`config.mk`:
```
export PLATFORM = sky130hd
export DESIGN_NAME = spi_xfer_arbiter
export DESIGN_NICKNAME = d
export VERILOG_FILES = /design/src/rtl/spi_xfer_arbiter.sv
export SDC_FILE = /design/constraint.sdc
export NUM_CORES = 1
export LEC_CHECK = 0
export ABC_AREA = 1
export BUFFER_PORTS_ARGS = -buffer_cell sky130_fd_sc_hd__buf_2
export CORE_MARGIN = 5
export CORE_UTILIZATION = 45
export CTS_CLUSTER_DIAMETER = 30
export DETAILED_ROUTE_END_ITERATION = 16
export HOLD_SLACK_MARGIN = 0.05
export MAX_ROUTING_LAYER = met4
export PLACE_DENSITY = 0.86
export SYNTH_ARGS = -nofsm -noshare
export SYNTH_HDL_FRONTEND = slang
export SYNTH_SLANG_ARGS = --single-unit
```
`constraint.sdc`:
```
create_clock -name I_CLK -period 1.8 [get_ports I_CLK]
set_input_delay 0.45 -clock I_CLK [delete_from_list [all_inputs] [get_ports I_CLK]]
set_output_delay 0.45 -clock I_CLK [all_outputs]
set_load 0.01 [all_outputs]
```
`src/rtl/spi_xfer_arbiter.sv`:
```
// Round-robin arbiter running single-byte transfers for two requesters through a
// register-mapped SPI master. Optional poll timeout enabled by macro SPI_ARB_TIMEOUT_EN.
//
// state    | meaning
// ---------+--------------------------------------------------
// IDLE     | wait for a request, grant by round-robin
// SS_WR    | write slave-select mask of granted requester
// TX_WR    | write the latched transmit byte
// POLL_RD  | read the status register
// POLL_CHK | test receive-ready bit of returned status
// RX_RD    | read the receive-data register
// RX_CAP   | capture the received byte
// DONE     | completion pulse to the granted requester
module spi_xfer_arbiter #(
  parameter logic [2:0]  ADDR_RX  = 3'd0,
  parameter logic [2:0]  ADDR_TX  = 3'd1,
  parameter logic [2:0]  ADDR_ST  = 3'd2,
  parameter logic [2:0]  ADDR_SS  = 3'd4,
  parameter int          RRDY_BIT = 3,
  parameter logic [7:0]  SS_MASK0 = 8'h01,
  parameter logic [7:0]  SS_MASK1 = 8'h02,
  parameter logic [15:0] TIMEOUT  = 16'd1000
) (
  input  logic       I_CLK,
  input  logic       I_RESET,
  input  logic [1:0] I_REQ,
  input  logic [7:0] I_TXDATA0,
  input  logic [7:0] I_TXDATA1,
  output logic [1:0] O_DONE,
  output logic [7:0] O_RXDATA,
  output logic       O_ERR,
  output logic       O_BUSY,
  output logic       O_TX_EN,
  output logic [2:0] O_WADDR,
  output logic [7:0] O_WDATA,
  output logic       O_RX_EN,
  output logic [2:0] O_RADDR,
  input  logic [7:0] I_RDATA
);

  typedef enum logic [2:0] {
    IDLE, SS_WR, TX_WR, POLL_RD, POLL_CHK, RX_RD, RX_CAP, DONE
  } state_t;

  state_t     state, state_nxt;
  logic       gnt, gnt_nxt, gnt_pick;
  logic [7:0] tx_byte, tx_byte_nxt;
  logic       rr_ptr;
  logic       idle_hold;
  logic       timeout_hit;
  logic       miss_last;

  // rr_ptr names the requester that wins when both are asking
  assign gnt_pick = (I_REQ == 2'b11) ? rr_ptr : I_REQ[1];
  assign O_BUSY   = (state != IDLE);

`ifdef SPI_ARB_TIMEOUT_EN
  logic [15:0] miss_cnt;

  assign miss_last = ({1'b0, miss_cnt} + 17'd1) >= {1'b0, TIMEOUT};

  always_ff @(posedge I_CLK) begin
    if (I_RESET) begin
      miss_cnt <= '0;
      O_ERR    <= 1'b0;
    end else begin
      O_ERR <= timeout_hit;
      if (state == IDLE)
        miss_cnt <= '0;
      else if ((state == POLL_CHK) && !I_RDATA[RRDY_BIT])
        miss_cnt <= miss_cnt + 16'd1;
    end
  end
`else
  assign miss_last = 1'b0;
  assign O_ERR     = 1'b0;
`endif

  always_ff @(posedge I_CLK) begin
    if (I_RESET) state <= IDLE;
    else         state <= state_nxt;
  end

  always_comb begin
    state_nxt   = state;
    gnt_nxt     = gnt;
    tx_byte_nxt = tx_byte;
    timeout_hit = 1'b0;
    case (state)
      IDLE: begin
        // idle_hold blocks a grant in the first IDLE cycle after DONE
        if (!idle_hold && (I_REQ != 2'b00)) begin
          gnt_nxt     = gnt_pick;
          tx_byte_nxt = gnt_pick ? I_TXDATA1 : I_TXDATA0;
          state_nxt   = SS_WR;
        end
      end
      SS_WR:   state_nxt = TX_WR;
      TX_WR:   state_nxt = POLL_RD;
      POLL_RD: state_nxt = POLL_CHK;
      POLL_CHK: begin
        if (I_RDATA[RRDY_BIT]) begin
          state_nxt = RX_RD;
        end else if (miss_last) begin
          state_nxt   = DONE;
          timeout_hit = 1'b1;
        end else begin
          state_nxt = POLL_RD;
        end
      end
      RX_RD:   state_nxt = RX_CAP;
      RX_CAP:  state_nxt = DONE;
      DONE:    state_nxt = IDLE;
      default: state_nxt = IDLE;
    endcase
  end

  // Outputs are registered from the next state so strobes line up with their state
  always_ff @(posedge I_CLK) begin
    if (I_RESET) begin
      gnt       <= 1'b0;
      tx_byte   <= 8'h00;
      rr_ptr    <= 1'b0;
      idle_hold <= 1'b0;
      O_DONE    <= 2'b00;
      O_RXDATA  <= 8'h00;
      O_TX_EN   <= 1'b0;
      O_WADDR   <= 3'd0;
      O_WDATA   <= 8'h00;
      O_RX_EN   <= 1'b0;
      O_RADDR   <= 3'd0;
    end else begin
      gnt       <= gnt_nxt;
      tx_byte   <= tx_byte_nxt;
      idle_hold <= (state == DONE);
      if (state == DONE)
        rr_ptr <= ~gnt;

      O_TX_EN <= (state_nxt == SS_WR) || (state_nxt == TX_WR);
      if (state_nxt == SS_WR) begin
        O_WADDR <= ADDR_SS;
        O_WDATA <= gnt_nxt ? SS_MASK1 : SS_MASK0;
      end else if (state_nxt == TX_WR) begin
        O_WADDR <= ADDR_TX;
        O_WDATA <= tx_byte;
      end

      O_RX_EN <= (state_nxt == POLL_RD) || (state_nxt == RX_RD);
      if (state_nxt == POLL_RD)
        O_RADDR <= ADDR_ST;
      else if (state_nxt == RX_RD)
        O_RADDR <= ADDR_RX;

      if (state == RX_CAP)
        O_RXDATA <= I_RDATA;
      else if (timeout_hit)
        O_RXDATA <= 8'h00;

      O_DONE <= (state_nxt == DONE) ? (gnt ? 2'b10 : 2'b01) : 2'b00;
    end
  end

endmodule

```
* Word level (Yosys, flattened, before mapping)
Cells that the tools add are included.
Word-level totals: latch bits 0, logic and storage cells 56, memory bits (writable) 0, output and inout bits 28, memories 0, register bits 37, ROM bits 0
Operators by class: shifts and indexed selects 0, $add $sub $neg 0, multiplexer cells 16, bitwise logic cells 2, divide/modulo/power cells 0, multipliers 0, reductions and logical operators 12, order comparisons 0, equality and inequality tests 13
Operators by type and width (count):
- $mux 8 | 4
- $pmux 3 s8 | 1
- $eq 3x3->1 const B | 6
- $eq 3x2->1 const B | 4
- $mux 3 | 4
- $mux 2 | 4
- $eq 3x1->1 const B | 2
- $reduce_bool 2->1 | 3
- $reduce_or 2->1 | 2
- $logic_not 3->1 | 1
- $mux 1 | 3
- $reduce_bool 3->1 | 1
- $eq 2x2->1 const B | 1
- $logic_or 1x1->1 | 2
- $not 1->1 | 2
- $reduce_and 2->1 | 1
- $logic_and 1x1->1 | 1
- $logic_not 1->1 | 1

* Depth between registers and ports, before layout
depth in word-level cells 7, depth in mapped cells 9

* Worst setup path before layout
OpenSTA, ideal clock, no wires.
path type flip-flop to flip-flop, start point register state[1], end point register tx_byte[0], data arrival time 1056 ps, slack 625 ps, cell stages (with the launch flop) 8, required time 1681 ps, period minus slack after synthesis 1175 ps, path buffers 1, setup time 119 ps, path through dfxtp_1 nor2_4 nand2_4 inv_2 nand2_4 buf_6 a21oi_1 a21oi_2
On the way: longest elaborated chain between the ends 2
Ends and longest elaborated chain:
- start: declaration | RTL line 45 | state_t state, state_nxt;
- start signal: assignment | RTL line 81 | else state <= state_nxt;
- $logic_not 3->1 | RTL line 89 | case (state)
- $reduce_and 2->1 (no source line)
- end signal: assignment | RTL line 134 | tx_byte <= tx_byte_nxt;
- end: declaration | RTL line 47 | logic [7:0] tx_byte, tx_byte_nxt;
No other way between the ends. A chain may end at the register's enable or synchronous reset.

* Final worst setup path
start point register state[1], end point output port O_BUSY
On the way: longest elaborated chain between the ends 1
Ends and longest elaborated chain:
- $reduce_bool 3->1 | RTL line 55 | assign O_BUSY = (state != IDLE);
- end: declaration | RTL line 32 | output logic O_BUSY,
No other way between the ends.

==> reports/qor.json <==
{
  "run_status": {
    "outcome": "complete, no violations"
  },
  "setup_path": {
    "worstSetupStartpointType": "flip-flop",
    "timing.critical_path.max_delay_family": "flip-flops",
    "critical_path_buf_inv_count": 1,
    "criticalPathCategory": "reg2out",
    "cp.arrival_ps": 1190,
    "crit_path_slowest_cell": "sky130_fd_sc_hd__dfxtp_1",
    "crit_path_max_incr_delay_ps": 380,
    "worst_setup_path_end_kind": "output port",
    "worstPathCellList": "nor2_4 > nand2_4 > buf_2",
    "crit_fanout": 5,
    "worstPathRequired_ps": 1350
  },
  "drt": {
    "firstDrtPassIters": 4,
    "route.detailed.wl_per_inst_um": 11.5,
    "routed_via_count_divided_by_cell_count": 4.79,
    "drt_drc_violations_left": 0,
    "detailedRoute.firstIterationViolations": 118,
    "antenna_left": 0,
    "vias": 1364,
    "route.final.wire_length_um": 3280
  },
  "timing": {
    "timing.hold.ws_ps": 341,
    "timing_worst_slew_pin_value_ps": 575,
    "final.setup_skew_ps": 9.23,
    "achievable-frequency_mhz": 611,
    "final.min_clock_period_ps": 1640,
    "min_period_over_period_pct": 90.9,
    "timing.setup.tns_ps": 0,
    "finalHoldViolations": 0,
    "setup_viol_count_final": 0,
    "slew_violations": 0,
    "slew-limit-headroom_pct": 61.6,
    "rsz0062_at_grt": "no"
  },
  "clock_network": {
    "clockBufferDepth": 2,
    "clock_insertion_delay_worst_skew_ps": 350,
    "post-cts-setup-buffer-count": 0,
    "buffer_cell_driving_the_clock_tree_root": "sky130_fd_sc_hd__clkbuf_4",
    "cts-buffers-inserted": 5,
    "clock_tree.htree_level_count": 2,
    "total_clock_sinks": 37,
    "cts_repair_resize_count": 0,
    "clk_pin_slew_worst_paths_ps": 110,
    "cts_hold_repair.buffers": 0,
    "cts_tree": "built"
  },
  "layout": {
    "final_cell_count_no_fill": 285,
    "finish.net_count": 266,
    "post_route_cells_drive_above_1_share_pct": 32.6,
    "antennaDiodeCount": 0,
    "postLayoutCellArea_um2": 1870,
    "n_fill_cell": 291,
    "area_growth_syn_to_fin_pct": 24.2
  },
  "yosys": {
    "yosys_warnings": 0,
    "ys_types": 25,
    "syn_area_per_cell_um2": 8.08,
    "yosys.area_share.xor_xnor_pct": 0,
    "mappedNetlistArea_um2": 1500,
    "synth_seq_area_share_pct": 49.3,
    "synth_mux_area_share_pct": 0,
    "synth_top_family_by_area": "simple AND/OR/NAND/NOR gates",
    "number_of_synthesized_register_bits": 37,
    "synth_adder_area_share_pct": 0,
    "synth_compound_area_share_pct": 20.6,
    "synthCells": 186,
    "synthSimpleGateAreaFrac_pct": 20.6
  },
  "pwr": {
    "ir_drop_mv": 0.372,
    "p_per_area_nw_per_um2": 1020,
    "power.static_leakage_nw": 0.854,
    "totalPowerFinal_mw": 1.91
  },
  "floorplan": {
    "rows": 21,
    "core_area_um2": 3280,
    "die_w_um": 67.8,
    "area_of_the_die_um2": 4590,
    "floorplan.initialDensity_pct": 45.8,
    "io_pins": 56,
    "die_height_um": 67.8
  },
  "global_route": {
    "wire_length_of_the_first_global_routing_pass_um": 5250,
    "gr-usage-all-layers_pct": 15.7,
    "grt_pass1_vias": 1207,
    "gr-total-overflow": 0,
    "grt_start_max_net_pins": 19,
    "number_of_antenna_violations_at_the_first_check_in_global_routing": 0
  },
  "placed_design": {
    "detailed_place.area_um2": 1760,
    "detailedPlacementHpwl_um": 2350,
    "place.port_buffers": 51,
    "inst_count_dp": 277,
    "place.gp.congestion": 0.818
  },
  "job": {
    "max_cap_viol_count": 0
  },
  "min_path": {
    "hold_class": "in2reg"
  }
}
==> flip-flops by register name (all words and copies together), names as in the netlist <==
register   flops
O_RADDR        1
O_TX_EN        1
O_RXDATA       8
O_RX_EN        1
tx_byte        8
O_WDATA        8
idle_hold      1
O_DONE         2
state          3
O_WADDR        2
gnt            1
rr_ptr         1
==> stage by stage <==
step                      util [%]  worst slack (ps)
after floorplan                  -               625
after global placement        53.7               400
after detailed placement      53.7               361
after CTS                     56.8               147
after global routing          56.8              93.4
final                         56.8               164
==> power by group <==
part / total [mW] / internal [mW] / leakage, nW / switching [mW]
sequential: 0.912 / 0.875 / 0.302 / 0.0370
clock: 0.704 / 0.430 / 0.0552 / 0.274
combinational: 0.294 / 0.111 / 0.496 / 0.183
total: 1.91 / 1.42 / 0.854 / 0.495
==> cells in the final DEF (no fill, tap or decap), drive strengths merged <==
| master | netlist | layout |
|---|---|---|
| clkinv | 1 | 2 |
| nand3 | 5 | 5 |
| nand2 | 42 | 42 |
| nor3 | 2 | 2 |
| a21oi | 35 | 35 |
| nor2 | 14 | 14 |
| clkbuf | 1 | 5 |
| bufinv | 0 | 2 |
| buf | 9 | 52 |
| o21ai | 20 | 20 |
| inv | 17 | 17 |
| conb | 1 | 4 |
| nand4 | 2 | 2 |
| dfxtp | 37 | 37 |
==> worst paths after layout <==
kind / to / cells after the start / startpoint / slack (ps)
worst max register to register: O_RXDATA[4]$_SDFFE_PP0P_ / 4 / state[0]$_SDFF_PP0_ / 340
worst min register to register: O_RXDATA[3]$_SDFFE_PP0P_ / 2 / O_RXDATA[3]$_SDFFE_PP0P_ / 440
worst max-delay path: O_BUSY / 3 / state[1]$_SDFF_PP0_ / 160
worst min-delay path: tx_byte[2]$_SDFFE_PP0P_ / 3 / I_TXDATA1[2] / 340
==> worst register-to-register path: stages (launching register included) <==
cell	delay (ps)
sky130_fd_sc_hd__dfxtp_1	390
sky130_fd_sc_hd__inv_2	130
sky130_fd_sc_hd__nand3_1	420
sky130_fd_sc_hd__o21ai_0	340
sky130_fd_sc_hd__a21oi_1	60
==> logic make-up (layout without fill, tap and decap cells) <==
family / count (synthesis) / after routing
AND/OR/NAND/NOR: 65 / 65
flip-flops: 37 / 37
buffers and inverters: 28 / 78
other: 1 / 4
AO/OA/AOI/OAI: 55 / 55
==> layout make-up <==
cell class              count  area [um^2]  area share [%]
repair buffers             52          263            14.1
inverters                  18         68.8            3.69
well taps                  46         57.6            3.08
clock inverters             3         65.1            3.49
flip-flops and latches     37          741            39.7
multi-input cells         124          634            34.0
clock buffers               5         37.5            2.01
==> cells in the mapped netlist <==
cell,count,share of area (%)
sky130_fd_sc_hd__nor2_1,11,2.7
sky130_fd_sc_hd__nand2_4,3,2.2
sky130_fd_sc_hd__clkbuf_2,1,0.33
sky130_fd_sc_hd__nand2_2,1,0.42
sky130_fd_sc_hd__conb_1,1,0.25
sky130_fd_sc_hd__a21oi_1,32,11
sky130_fd_sc_hd__buf_6,2,1.5
sky130_fd_sc_hd__nor3_1,2,0.67
sky130_fd_sc_hd__nand3_2,1,0.67
sky130_fd_sc_hd__nand3_1,4,1.3
sky130_fd_sc_hd__inv_1,15,3.7
sky130_fd_sc_hd__buf_2,1,0.33
sky130_fd_sc_hd__o21ai_4,1,1.1
sky130_fd_sc_hd__buf_1,2,0.50
sky130_fd_sc_hd__nor2_4,3,2.2
sky130_fd_sc_hd__o21ai_2,3,1.7
sky130_fd_sc_hd__inv_2,2,0.50
sky130_fd_sc_hd__a21oi_2,3,1.7
sky130_fd_sc_hd__dfxtp_1,37,49
sky130_fd_sc_hd__buf_4,4,2.0
sky130_fd_sc_hd__o21ai_0,11,3.7
sky130_fd_sc_hd__nand2_1,38,9.5
sky130_fd_sc_hd__clkinv_2,1,0.33
sky130_fd_sc_hd__o21ai_1,5,1.7
sky130_fd_sc_hd__nand4_1,2,0.83
==> per-layer routing <==
layer,vias up,global-route usage [%],part of all wire [%],wire length (um)
li1,701,-,-,-
met1,609,18.0,41,1360
met2,47,25.3,49,1610
met3,7,4.16,7.5,246
met4,0,7.69,2.1,68
met5,-,-,0,0
(Power assumes the default switching activity.)
